[src/rtl/memctl_pkg.sv]
`default_nettype none
// ============================================================================
// Module   : memctl_pkg
// Purpose  : Shared types and width constants for the unified-RAM arbiter.
// Revision : 1.0 - initial release
// ============================================================================
package memctl_pkg;

  localparam int MEM_ADDR_W = 32;
  localparam int MEM_DATA_W = 32;

  // Arbiter control state, explicit 3-bit encoding
  typedef enum logic [2:0] {
    IDLE  = 3'd0,
    IBUSY = 3'd1,
    DBUSY = 3'd2,
    IRESP = 3'd3,
    DRESP = 3'd4
  } arb_state_t;

  // Grant decision produced by the priority block
  typedef enum logic [1:0] {
    GNT_NONE = 2'd0,
    GNT_I    = 2'd1,
    GNT_D    = 2'd2
  } grant_t;

  // Streak counter width: enough for 0..max_streak, never narrower than 1 bit
  function automatic int streak_width(input int max_streak);
    return (max_streak > 0) ? $clog2(max_streak + 1) : 1;
  endfunction

endpackage
`default_nettype wire

[src/rtl/arb_priority.sv]
`default_nettype none
// ============================================================================
// Module   : arb_priority
// Purpose  : Data-first grant decision with a starvation guard that forces an
//            instruction grant after MAX_DSTREAK data grants made while an
//            instruction fetch was waiting.
// Revision : 1.0 - initial release
// ============================================================================
module arb_priority
  import memctl_pkg::*;
#(
  parameter int MAX_DSTREAK = 4
) (
  input  logic   clk,
  input  logic   rst,
  input  logic   i_iren,
  input  logic   i_dreq,
  input  logic   i_grant_en,
  output grant_t o_grant
);

  localparam int              SW    = streak_width(MAX_DSTREAK);
  localparam logic [SW-1:0]   C_MAX = SW'(MAX_DSTREAK);

  logic [SW-1:0] r_dstreak;
  logic          w_guard;
  grant_t        w_grant;

  // Data wins unless the fetch side has waited through a full streak
  always_comb begin
    w_guard = i_iren && (MAX_DSTREAK != 0) && (r_dstreak == C_MAX);
    w_grant = GNT_NONE;
    if (i_dreq && !w_guard) begin
      w_grant = GNT_D;
    end else if (i_iren) begin
      w_grant = GNT_I;
    end
  end

  assign o_grant = w_grant;

  // Count data grants that bypassed a waiting fetch; any other grant clears
  always_ff @(posedge clk) begin
    if (rst) begin
      r_dstreak <= '0;
    end else if (i_grant_en && (w_grant != GNT_NONE)) begin
      if ((w_grant == GNT_D) && i_iren) begin
        if (r_dstreak != C_MAX) begin
          r_dstreak <= r_dstreak + 1'b1;
        end
      end else begin
        r_dstreak <= '0;
      end
    end
  end

endmodule
`default_nettype wire

[src/rtl/mem_arbiter.sv]
`default_nettype none
// ============================================================================
// Module   : mem_arbiter
// Purpose  : Shares one single-ported RAM between instruction fetch and the
//            data stage. One access at a time, registered RAM-side signals
//            held until ramready, one-cycle hit pulse with the read data.
// Revision : 1.0 - initial release
// ============================================================================
module mem_arbiter
  import memctl_pkg::*;
#(
  parameter int MAX_DSTREAK = 4,
  parameter int ADDR_W      = MEM_ADDR_W,
  parameter int DATA_W      = MEM_DATA_W
) (
  input  logic              CLK,
  input  logic              RST,
  input  logic              iREN,
  input  logic [ADDR_W-1:0] iaddr,
  output logic [DATA_W-1:0] iload,
  output logic              ihit,
  input  logic              dREN,
  input  logic              dWEN,
  input  logic [ADDR_W-1:0] daddr,
  input  logic [DATA_W-1:0] dstore,
  output logic [DATA_W-1:0] dload,
  output logic              dhit,
  output logic              ramREN,
  output logic              ramWEN,
  output logic [ADDR_W-1:0] ramaddr,
  output logic [DATA_W-1:0] ramstore,
  input  logic [DATA_W-1:0] ramload,
  input  logic              ramready
);

  arb_state_t        r_state;
  logic              r_ram_ren;
  logic              r_ram_wen;
  logic [ADDR_W-1:0] r_ram_addr;
  logic [DATA_W-1:0] r_ram_store;
  logic [DATA_W-1:0] r_iload;
  logic [DATA_W-1:0] r_dload;
  logic              r_ihit;
  logic              r_dhit;

  logic              w_dreq;
  logic              w_grant_en;
  grant_t            w_grant;

  assign w_dreq     = dREN | dWEN;
  // Grants are only ever made from IDLE, so a request still high during a
  // response cycle cannot be served a second time.
  assign w_grant_en = (r_state == IDLE);

  arb_priority #(
    .MAX_DSTREAK (MAX_DSTREAK)
  ) u_arb_priority (
    .clk        (CLK),
    .rst        (RST),
    .i_iren     (iREN),
    .i_dreq     (w_dreq),
    .i_grant_en (w_grant_en),
    .o_grant    (w_grant)
  );

  // Access sequencing: latch on grant, hold through BUSY, pulse hit in RESP
  always_ff @(posedge CLK) begin
    if (RST) begin
      r_state     <= IDLE;
      r_ram_ren   <= 1'b0;
      r_ram_wen   <= 1'b0;
      r_ram_addr  <= '0;
      r_ram_store <= '0;
      r_iload     <= '0;
      r_dload     <= '0;
      r_ihit      <= 1'b0;
      r_dhit      <= 1'b0;
    end else begin
      r_ihit <= 1'b0;
      r_dhit <= 1'b0;
      case (r_state)
        IDLE: begin
          case (w_grant)
            GNT_I: begin
              r_state    <= IBUSY;
              r_ram_ren  <= 1'b1;
              r_ram_wen  <= 1'b0;
              r_ram_addr <= iaddr;
            end
            GNT_D: begin
              // A simultaneous read and write request is served as a write
              r_state     <= DBUSY;
              r_ram_ren   <= ~dWEN;
              r_ram_wen   <= dWEN;
              r_ram_addr  <= daddr;
              r_ram_store <= dstore;
            end
            default: begin
            end
          endcase
        end
        IBUSY: begin
          if (ramready) begin
            r_iload   <= ramload;
            r_ram_ren <= 1'b0;
            r_ihit    <= 1'b1;
            r_state   <= IRESP;
          end
        end
        DBUSY: begin
          if (ramready) begin
            if (!r_ram_wen) begin
              r_dload <= ramload;
            end
            r_ram_ren <= 1'b0;
            r_ram_wen <= 1'b0;
            r_dhit    <= 1'b1;
            r_state   <= DRESP;
          end
        end
        IRESP, DRESP: begin
          r_state <= IDLE;
        end
        default: begin
          r_state <= IDLE;
        end
      endcase
    end
  end

  assign ramREN   = r_ram_ren;
  assign ramWEN   = r_ram_wen;
  assign ramaddr  = r_ram_addr;
  assign ramstore = r_ram_store;
  assign iload    = r_iload;
  assign dload    = r_dload;
  assign ihit     = r_ihit;
  assign dhit     = r_dhit;

endmodule
`default_nettype wire

[config.mk]
export PLATFORM = sky130hd
export DESIGN_NAME = mem_arbiter
export DESIGN_NICKNAME = d
export VERILOG_FILES = /design/src/rtl/memctl_pkg.sv /design/src/rtl/arb_priority.sv /design/src/rtl/mem_arbiter.sv
export SDC_FILE = /design/constraint.sdc
export NUM_CORES = 1
export LEC_CHECK = 0
export ABC_AREA = 1
export CORE_MARGIN = 4
export CORE_UTILIZATION = 50
export CTS_CLUSTER_SIZE = 24
export DETAILED_ROUTE_END_ITERATION = 8
export DONT_BUFFER_PORTS = 1
export PLACE_DENSITY = 0.72
export SLEW_MARGIN = 20
export SYNTH_ARGS = -nofsm -noshare
export SYNTH_HDL_FRONTEND = slang
export SYNTH_HIERARCHICAL = 1
export SYNTH_SLANG_ARGS = --single-unit
[constraint.sdc]
create_clock -name CLK -period 5.8 [get_ports CLK]
set_input_delay 0.29 -clock CLK [delete_from_list [all_inputs] [get_ports CLK]]
set_output_delay 0.29 -clock CLK [all_outputs]
set_load 0.005 [all_outputs]
==> impl_metrics.yaml <==
floorplanning:
  rows: 38
  ios: 266
  die_h_um: 114
  dieArea_um2: 12900
  start_util: 0.512
  die_w_um: 114
  core_area_um2: 10900
place:
  dp.cells: 846
  port_buffers: 0
  gp_congestion: 0.865
  pre_cts_ws_ps: 2440
  hpwl_um: 9980
worst_setup_path:
  endpoint_kind: "flop"
  worstPathArrival_ps: 3890
  r2r-start: "u_arb_priority/r_dstreak[0]"
  crit_start: "u_arb_priority/r_dstreak[0]"
  required_ps: 6190
  startpoint_type: "flop"
  crit_fanout: 67
  path_class: "reg2reg"
routing:
  vias: 5168
  vias_per_cell: 5.47
  drt_iter0_drc: 394
  postRouteAntennaNets: 0
  drc: 0
  detail_route.wl_per_cell_um: 16.5
  drt-total-wl_um: 15600
  dr.pass1.iters: 5
yosys:
  synth_top_family_by_area: "simple AND/OR/NAND/NOR gates"
  seq_area_frac_synth: 0.496
  ys_warn_count: 6
  synth_adder_area_share: 0.00898
  synth_edf_count: 0
  ys_seq_elements: 138
  synth_top_cell_area_share: 0.496
  synth-compound-area-share: 0.154
  synthTopCellsByCount: "nand2_1, dfxtp_1, a21oi_1"
  avgSynthCellArea_um2: 7.35
  synth_xor_xnor_area_share: 0
  synthFlopType: "dfxtp_1"
  netlist_area_um2: 5570
  netlist_instances: 758
  yosys.cell_types.count: 26
  yosys.area.top_type: "dfxtp_1"
  yosys-top-cells-area: "dfxtp_1, nand2_1, a21oi_1"
  syn_nets: 896
  synthArstFlopShare: 0
  muxShareOfSynthArea: 0
  yosysMostFrequentCell: "nand2_1"
  yosys.area_share.simple: 0.252
sta:
  layout_setup_ws_ps: 2310
  fin_crit_sh: 0.602
  finalCriticalPeriod_ps: 3490
  timing.slew.headroom: 0.329
  fin_worst_skew_ps: 9.52
  hold_violations: 0
  setup_tns_ps: 0
  tightest_slew_ps: 1000
  rsz0062_at_grt: "no"
  slew_violations: 0
  setup-violations-final: 0
  fmax_ghz: 0.286
clocking:
  cts_tree: "built"
  htreeDepth: 4
  clkSinkCount: 138
  clock_path_buffers: 2
  cts_buffers: 17
  cts_resized: 0
  clk_pin_slew_worst_paths_ps: 60
  cts-root-buf: "clkbuf_8"
  clk_latency_ps: 510
layout:
  finalNonFillerCells: 945
  drive_gt1_frac: 0.0609
  fin_nets: 930
  insertedDiodeCount: 0
  synthToLayoutAreaGrowth_pct: 22.4
job:
  maxCapViolCount: 0
power:
  total_power_w: 0.00292
  leakagePower_nw: 2.75
  p_sw_frac: 0.307
  switchingPower_w: 0.000897
  p_seq_frac: 0.419
  clock_power_share: 0.403
  internal_power_w: 0.00203
  p_per_area_nw_per_um2: 428
  combPwrFrac: 0.178
  peakVddDrop_mv: 0.203
grt:
  antenna_found_initial: 0
  grt.overflow.total: 0
  grt_max_degree: 72
  grt_pass1_vias: 4921
  grt_first_pass_wirelength_um: 24500
  grt_use_total: 0.236
worst_hold_path:
  hold_path_class: "in2reg"
  hold_path.startpoint: "ramload[0]"
status:
  outcome: "finished, final reports clean"
==> cell usage in the layout (no fill, tap or decap), types with 2 or more instances in the layout <==
cell / instances
nand2_1: 178
dfxtp_1: 138
a21oi_1: 101
nor2_1: 75
nand3_1: 71
dlygate4sd3_1: 66
o21ai_0: 49
inv_1: 48
o21ai_1: 20
clkbuf_16: 16
bufinv_16: 5
clkinv_4: 5
inv_6: 4
inv_2: 3
nand4_1: 3
ha_1: 3
buf_4: 3
nor2_2: 2
nand2_2: 2
nor3_1: 2
==> final timing paths <==
check | end | slack, ps | cells after the start
max | ramstore[11] | 2310 | 13
min | iload[0] | 30 | 2
max reg2reg | ramstore[11] | 2310 | 13
min reg2reg | iload[15] | 470 | 2
==> cells by family after synthesis <==
group,count (synthesis)
AO/OA/AOI/OAI,171
adder cells (fa/ha/maj),4
buffers and inverters,108
flip-flops,138
AND/OR/NAND/NOR,337
==> area by class of cell <==
cell class | count | area (um2)
Tap cell | 140 | 175
Inverter | 53 | 201
Multi-Input combinational cell | 512 | 2320
Sequential cell | 138 | 2760
Fill cell | 884 | 4070
Clock inverter | 15 | 236
Clock buffer | 17 | 414
Timing Repair Buffer | 70 | 711
==> through the flow <==
step	util	area, um2	hold WS [ps]
after global placement	0.503	5480	365
after CTS	0.626	6810	1.48
after floorplan	-	5570	362
after detailed placement	0.503	5480	367
after global routing	0.627	6820	31.2
final	0.627	6820	33.3
==> power groups by stage <==
stage	logic, W	registers [W]	clock network (W)
finish	0.000521	0.00122	0.00118
global route	0.000597	0.00124	0.00124
global placement	0.000437	0.00124	0
CTS	0.000512	0.00122	0.00120
detailed placement	0.000460	0.00124	0
floorplan	0.000431	0.00120	0
==> timing repair <==
| action | CTS | global route |
|---|---|---|
| hold buffers | 67 | 0 |
| endpoints found under the hold margin | 134 | 0 |
| buffers inserted | 0 | 0 |
==> critical path: stages, from the launching register on <==
cell and delay (ps):
dfxtp_1 350, inv_1 70, ha_1 200, nand2_1 100
o21ai_0 90, inv_1 100, nor2_1 60, inv_1 60
ha_2 170, buf_4 520, nand2_1 770, nand2_1 220
a21oi_1 80, dlygate4sd3_1 570
==> registers in the layout, indices dropped and copies added (netlist names), 3 cells and up <==
name	cells
dload	32
iload	32
r_state	3
ramaddr	32
ramstore	32
u_arb_priority/r_dstreak	3
==> per-layer routing <==
| metal | up-vias | global-route usage | part of all wire | wire length [um] |
|---|---|---|---|---|
| met5 | - | 0 | 0 | 0 |
| met3 | 36 | 0.0769 | 0.083 | 1290 |
| met4 | 0 | 0.106 | 0.027 | 427 |
| met1 | 2351 | 0.263 | 0.38 | 5920 |
| met2 | 257 | 0.411 | 0.51 | 7920 |
| li1 | 2524 | - | - | - |
No activity file was read; power rests on OpenSTA's default activity.
